`src/rtl/instr_fetch_ctrl_pkg.sv`:
```
// Shared definitions for the instruction fetch controller: default widths
// and the fetch FSM state encoding.
package instr_fetch_ctrl_pkg;

  localparam int DEFAULT_ADDR_W  = 8;
  localparam int DEFAULT_INSTR_W = 8;

  typedef enum logic [1:0] {
    ST_IDLE = 2'd0,
    ST_REQ  = 2'd1,
    ST_HOLD = 2'd2,
    ST_STOP = 2'd3
  } fetch_state_t;

endpackage

```
`src/rtl/fetch_target_adder.sv`:
```
// Branch target computation: base + 1 + imm, wrapping modulo 2^ADDR_W.
// Purely combinational; there is no overflow indication.
module fetch_target_adder #(
  parameter int ADDR_W = 8
) (
  input  logic [ADDR_W-1:0] base,
  input  logic [ADDR_W-1:0] imm,
  output logic [ADDR_W-1:0] target
);

  localparam logic [ADDR_W-1:0] ONE = {{(ADDR_W-1){1'b0}}, 1'b1};

  assign target = base + ONE + imm;

endmodule

```
`src/rtl/instr_fetch_ctrl.sv`:
```
// Instruction fetch controller: owns the PC, issues req/ack reads to
// instruction memory, holds the fetched word for decode (valid/ready) and
// applies taken-branch redirects from execute. A word whose request was
// overtaken by a redirect is dropped via the discard flag.
module instr_fetch_ctrl
  import instr_fetch_ctrl_pkg::*;
#(
  parameter int                ADDR_W   = DEFAULT_ADDR_W,
  parameter int                INSTR_W  = DEFAULT_INSTR_W,
  parameter logic [ADDR_W-1:0] RESET_PC = 8'h00
) (
  input  logic               clk,
  input  logic               reset,
  output logic               imem_req,
  output logic [ADDR_W-1:0]  imem_addr,
  input  logic               imem_ack,
  input  logic [INSTR_W-1:0] imem_data,
  output logic               ir_valid,
  output logic [INSTR_W-1:0] ir_data,
  output logic [ADDR_W-1:0]  ir_pc,
  input  logic               ir_ready,
  input  logic               redirect,
  input  logic [ADDR_W-1:0]  redirect_base,
  input  logic [ADDR_W-1:0]  redirect_imm,
  input  logic               halt
);

  localparam logic [ADDR_W-1:0] PC_ONE = {{(ADDR_W-1){1'b0}}, 1'b1};

  fetch_state_t        state;
  fetch_state_t        state_nxt;
  logic [ADDR_W-1:0]   pc;
  logic [ADDR_W-1:0]   pc_nxt;
  logic                discard;
  logic                discard_nxt;
  logic                ir_load;
  logic [ADDR_W-1:0]   target;

  fetch_target_adder #(
    .ADDR_W (ADDR_W)
  ) u_target_adder (
    .base   (redirect_base),
    .imm    (redirect_imm),
    .target (target)
  );

  // Handshake strobes are decoded straight from the state; the address is the PC.
  assign imem_req  = (state == ST_REQ);
  assign ir_valid  = (state == ST_HOLD);
  assign imem_addr = pc;

  // Next-state, next-PC, discard and IR-load decode; redirect wins in every state.
  always_comb begin
    state_nxt   = state;
    pc_nxt      = pc;
    discard_nxt = discard;
    ir_load     = 1'b0;
    case (state)
      ST_IDLE: begin
        if (redirect) begin
          pc_nxt    = target;
          state_nxt = ST_REQ;
        end else if (halt) begin
          state_nxt = ST_STOP;
        end else begin
          state_nxt = ST_REQ;
        end
      end
      ST_REQ: begin
        if (redirect) begin
          // A simultaneous ack retires the stale request here; otherwise it is
          // still in flight and must be dropped when it returns.
          pc_nxt      = target;
          discard_nxt = ~imem_ack;
        end else if (imem_ack) begin
          if (discard) begin
            discard_nxt = 1'b0;
          end else begin
            ir_load   = 1'b1;
            pc_nxt    = pc + PC_ONE;
            state_nxt = ST_HOLD;
          end
        end else begin
          state_nxt = ST_REQ;
        end
      end
      ST_HOLD: begin
        if (redirect) begin
          pc_nxt    = target;
          state_nxt = ST_REQ;
        end else if (ir_ready) begin
          state_nxt = halt ? ST_STOP : ST_REQ;
        end else begin
          state_nxt = ST_HOLD;
        end
      end
      ST_STOP: begin
        if (redirect) begin
          pc_nxt    = target;
          state_nxt = ST_REQ;
        end else if (!halt) begin
          state_nxt = ST_REQ;
        end else begin
          state_nxt = ST_STOP;
        end
      end
      default: begin
        state_nxt = ST_IDLE;
      end
    endcase
  end

  // FSM state, PC and discard flag registers.
  always_ff @(posedge clk or posedge reset) begin
    if (reset) begin
      state   <= ST_IDLE;
      pc      <= RESET_PC;
      discard <= 1'b0;
    end else begin
      state   <= state_nxt;
      pc      <= pc_nxt;
      discard <= discard_nxt;
    end
  end

  // Instruction register: captures the word and its address on a kept ack.
  always_ff @(posedge clk or posedge reset) begin
    if (reset) begin
      ir_data <= {INSTR_W{1'b0}};
      ir_pc   <= {ADDR_W{1'b0}};
    end else if (ir_load) begin
      ir_data <= imem_data;
      ir_pc   <= pc;
    end else begin
      ir_data <= ir_data;
      ir_pc   <= ir_pc;
    end
  end

endmodule
```
`config.mk`:
```
export PLATFORM = sky130hd
export DESIGN_NAME = instr_fetch_ctrl
export DESIGN_NICKNAME = d
export VERILOG_FILES = /design/src/rtl/instr_fetch_ctrl_pkg.sv /design/src/rtl/fetch_target_adder.sv /design/src/rtl/instr_fetch_ctrl.sv
export SDC_FILE = /design/constraint.sdc
export NUM_CORES = 1
export LEC_CHECK = 0
export CAP_MARGIN = 15
export CORE_MARGIN = 8
export CORE_UTILIZATION = 30
export DETAILED_ROUTE_END_ITERATION = 12
export PLACE_DENSITY_LB_ADDON = 0.1
export SYNTH_ARGS = -nofsm -noshare
export SYNTH_HDL_FRONTEND = slang
export SYNTH_SLANG_ARGS = --single-unit
```
`constraint.sdc`:
```
create_clock -name clk -period 1.89 [get_ports clk]
set_input_delay 0.567 -clock clk [delete_from_list [all_inputs] [get_ports clk]]
set_output_delay 0.567 -clock clk [all_outputs]
set_load 0.02 [all_outputs]
```
==> metrics <==
largest net degree at the start of global routing=28; WL final=between 4000 and 5000 µm; status=finished clean; post-synth cell types=37; layout cell share with drive strength beyond 1=32.0%; setup tns final=0 ns; Ports=56; critical path arrival=between 2 and 2.5 ns; Post-Synthesis Cell Area=about 1600 µm²; cell area after layout=approximately 2600 µm²; fin util=49.0%; Detail Route Antenna Nets=0; critical path type=in2reg; clk_lat worst skew=0.28 ns; FF+latch area=676 µm²; Worst Skew=0.00493 ns; dominant cell by count in the synthesized netlist=dfrtp_1; crit-path cells=clkdlybuf4s50_1 -> ha_2 -> or4_4 -> o22ai_2 -> xnor2_1 -> a21oi_1; Max-Cap Viols=0; cell taking the most area after synthesis=dfrtp_1; number of antenna violations at the first check in global routing=0; worst hold slack=0.515 ns; Slew @ Worst Pin=0.361 ns; Slowest-stage cell, CP=or4_4; CP max FO=2; placed instance area=about 2500 µm²; hold path depth=1; layout filler cell count=approximately 530; WL/cell=14.3 µm; max-slew violation count=0; R2R Path Start=state[1]; worst path required time=2.06 ns; antenna cells=0; Core Region=5370 µm²; RD Place Congestion=0.721; register area share after synthesis=41.5%; Clock Tree Root=clkbuf_8; highest cell delay on the worst timing path=around 0.53 ns; Post-synth top cells=dfrtp_1, mux2_2, ha_1; Worst slew margin=75.9%; 1st-pass router iterations=3; Clock Power Share=10.4%; top cell family by delay on the critical path=simple AND/OR/NAND/NOR gates; area of the multi-input gates=1000 µm²; Post-synth EDFFs=0; asr flop ratio synth=100%; Post-CTS Setup Repair Bufs=0; gr usage total=11.6%; Mapped Nets=slightly below 200; Worst-path clk slew=0.10 ns; r2r endpoint=ir_pc[4]; P_sw=approximately 1300 µW; final period utilization=slightly below 100%; first-pass GRT wire length=between 7000 and 8000 µm; R2R setup slack=0.17 ns; TritonCTS Buffers=3; post-layout net count=284; Area Growth Syn to Fin=61.5%; Power Dens Cells=1280 nW/µm²; worst vdd ir=slightly above 0.6 mV; Hold Fails Final Rpt=0; Clock Path Buffers=2; share of the synthesized area in the top cell type=41.5%; DR iter-0 viols=33; num rows=27; Hold Path Class=reg2reg; die area=8040 µm²; top cells by area, synth=dfrtp_1, mux2_2, ha_1; synthesized flop and latch total=27; Post-Syn Instances=157; routed vias/inst=about 4.8; Ys Warns=0; RSZ-0062 raised after global routing=yes; vias after detailed routing=about 1500; hpwl dp=between 3000 and 4000 µm; syn_area_per_cell=10.4 µm²; chip width=about 90 µm; hold_sp=ir_data[7]; DRC Markers=0; die height=89.7 µm; Sequential Power Share=30.1%; Initial Util=30.3%; I/O Buffers=between 50 and 60; crit path time final=1.87 ns; Worst Hold Endpoint=ir_data[7]; CTS tree=built; crit start category=input pin; Max Freq=approximately 530 MHz; vias in the first global route=approximately 1600; leakage=0.00116 µW; Comb power frac=59.6%; Net Sw Frac=39.8%; crit path buf inv count=1; grt ovf=0; H-tree depth=1; CP endpoint kind=flip-flop; Setup violations, final=0; CTS Sinks=27; FF-to-FF path depth=7; top_reg_cell synth=dfrtp_1; Cell Int Power=between 2000 and 2500 µW; launch point of the worst path=redirect_base[3]
repair_timing:
item,in CTS,in global routing
pin swaps,9,2
cloned,0,0
setup endpoints to repair,9,9
hold endpoints to repair,0,0
hold buffers,0,0
gates resized for setup,22,20
flip-flops by register name, summed over array words and instances, names as in the netlist:
name       flops
state          2
ir_data        8
imem_addr      8
discard        1
ir_pc          8
stage by stage:
| step | std cells | setup WS (ns) | total power [µW] |
|---|---|---|---|
| 2_1_floorplan | 157 | 0.0226 | 2090 |
| 3_3_place_gp | 309 | -0.474 | 3020 |
| 3_5_place_dp | 309 | -0.515 | 3080 |
| 4_1_cts | 313 | 0.000578 | 3430 |
| 5_1_grt | 313 | -0.0206 | 3630 |
| 6_report | 313 | 0.0150 | 3380 |
power groups by stage:
stage / clock network (µW) / logic (µW) / registers (µW)
after floorplan: 0 / 741 / 1350
after global placement: 0 / 2000 / 1020
after detailed placement: 0 / 2040 / 1030
after CTS: 368 / 2030 / 1020
after global routing: 388 / 2180 / 1060
final: 350 / 2010 / 1020
cell families (layout without fill, tap and decap cells):
| logic type | after synthesis | after routing | share of synthesized area [%] |
|---|---|---|---|
| XOR/XNOR | 7 | 7 | 3.76 |
| AND/OR/NAND/NOR | 45 | 45 | 14.5 |
| buffers and inverters | 13 | 97 | 3.30 |
| multiplexers | 19 | 19 | 13.1 |
| flip-flops | 27 | 27 | 41.5 |
| adder cells (fa/ha/maj) | 12 | 12 | 9.68 |
| AO/OA/AOI/OAI | 34 | 34 | 14.2 |
metal layers:
layer | global-route usage (%) | wire, µm
met1 | 12.4 | 1820
met2 | 22.0 | 2390
met3 | 2.73 | 246
met4 | 3.17 | 34
met5 | 0 | 0
worst max path at each step:
stage,slack (ns),cells after the start,end
floorplan,0.02,8,imem_addr[6]
global placement,-0.47,9,imem_addr[6]
detailed placement,-0.51,9,imem_addr[6]
CTS,0.0006,3,ir_valid
global route,-0.02,6,imem_addr[7]
finish,0.02,6,imem_addr[7]
cell usage in the layout, fill, tap and decap left out, drive strengths merged, types with 2 or more instances in the layout:
cell / instances
clkbuf: 5
nor3: 3
or4: 2
nor2b: 2
clkdlybuf4s50: 41
dlygate4sd2: 7
dlymetal6s2s: 5
inv: 10
o41a: 2
o21ai: 8
o2111ai: 3
dfrtp: 27
xnor2: 4
nand3: 5
a21o: 2
mux2: 18
nand2: 10
xor2: 3
nand4: 4
a31oi: 3
nand2b: 5
a21oi: 9
or3: 2
ha: 11
nor2: 11
buf: 28
final cells by class:
cell class | count | area share, %
Timing Repair Buffer | 83 | 29.6
Inverter | 10 | 1.43
Tap cell | 72 | 3.42
Clock buffer | 3 | 1.57
Clock inverter | 1 | 0.285
Multi-Input combinational cell | 117 | 38.0
Sequential cell | 27 | 25.7
Note: power is estimated with default switching activity, not from simulation.
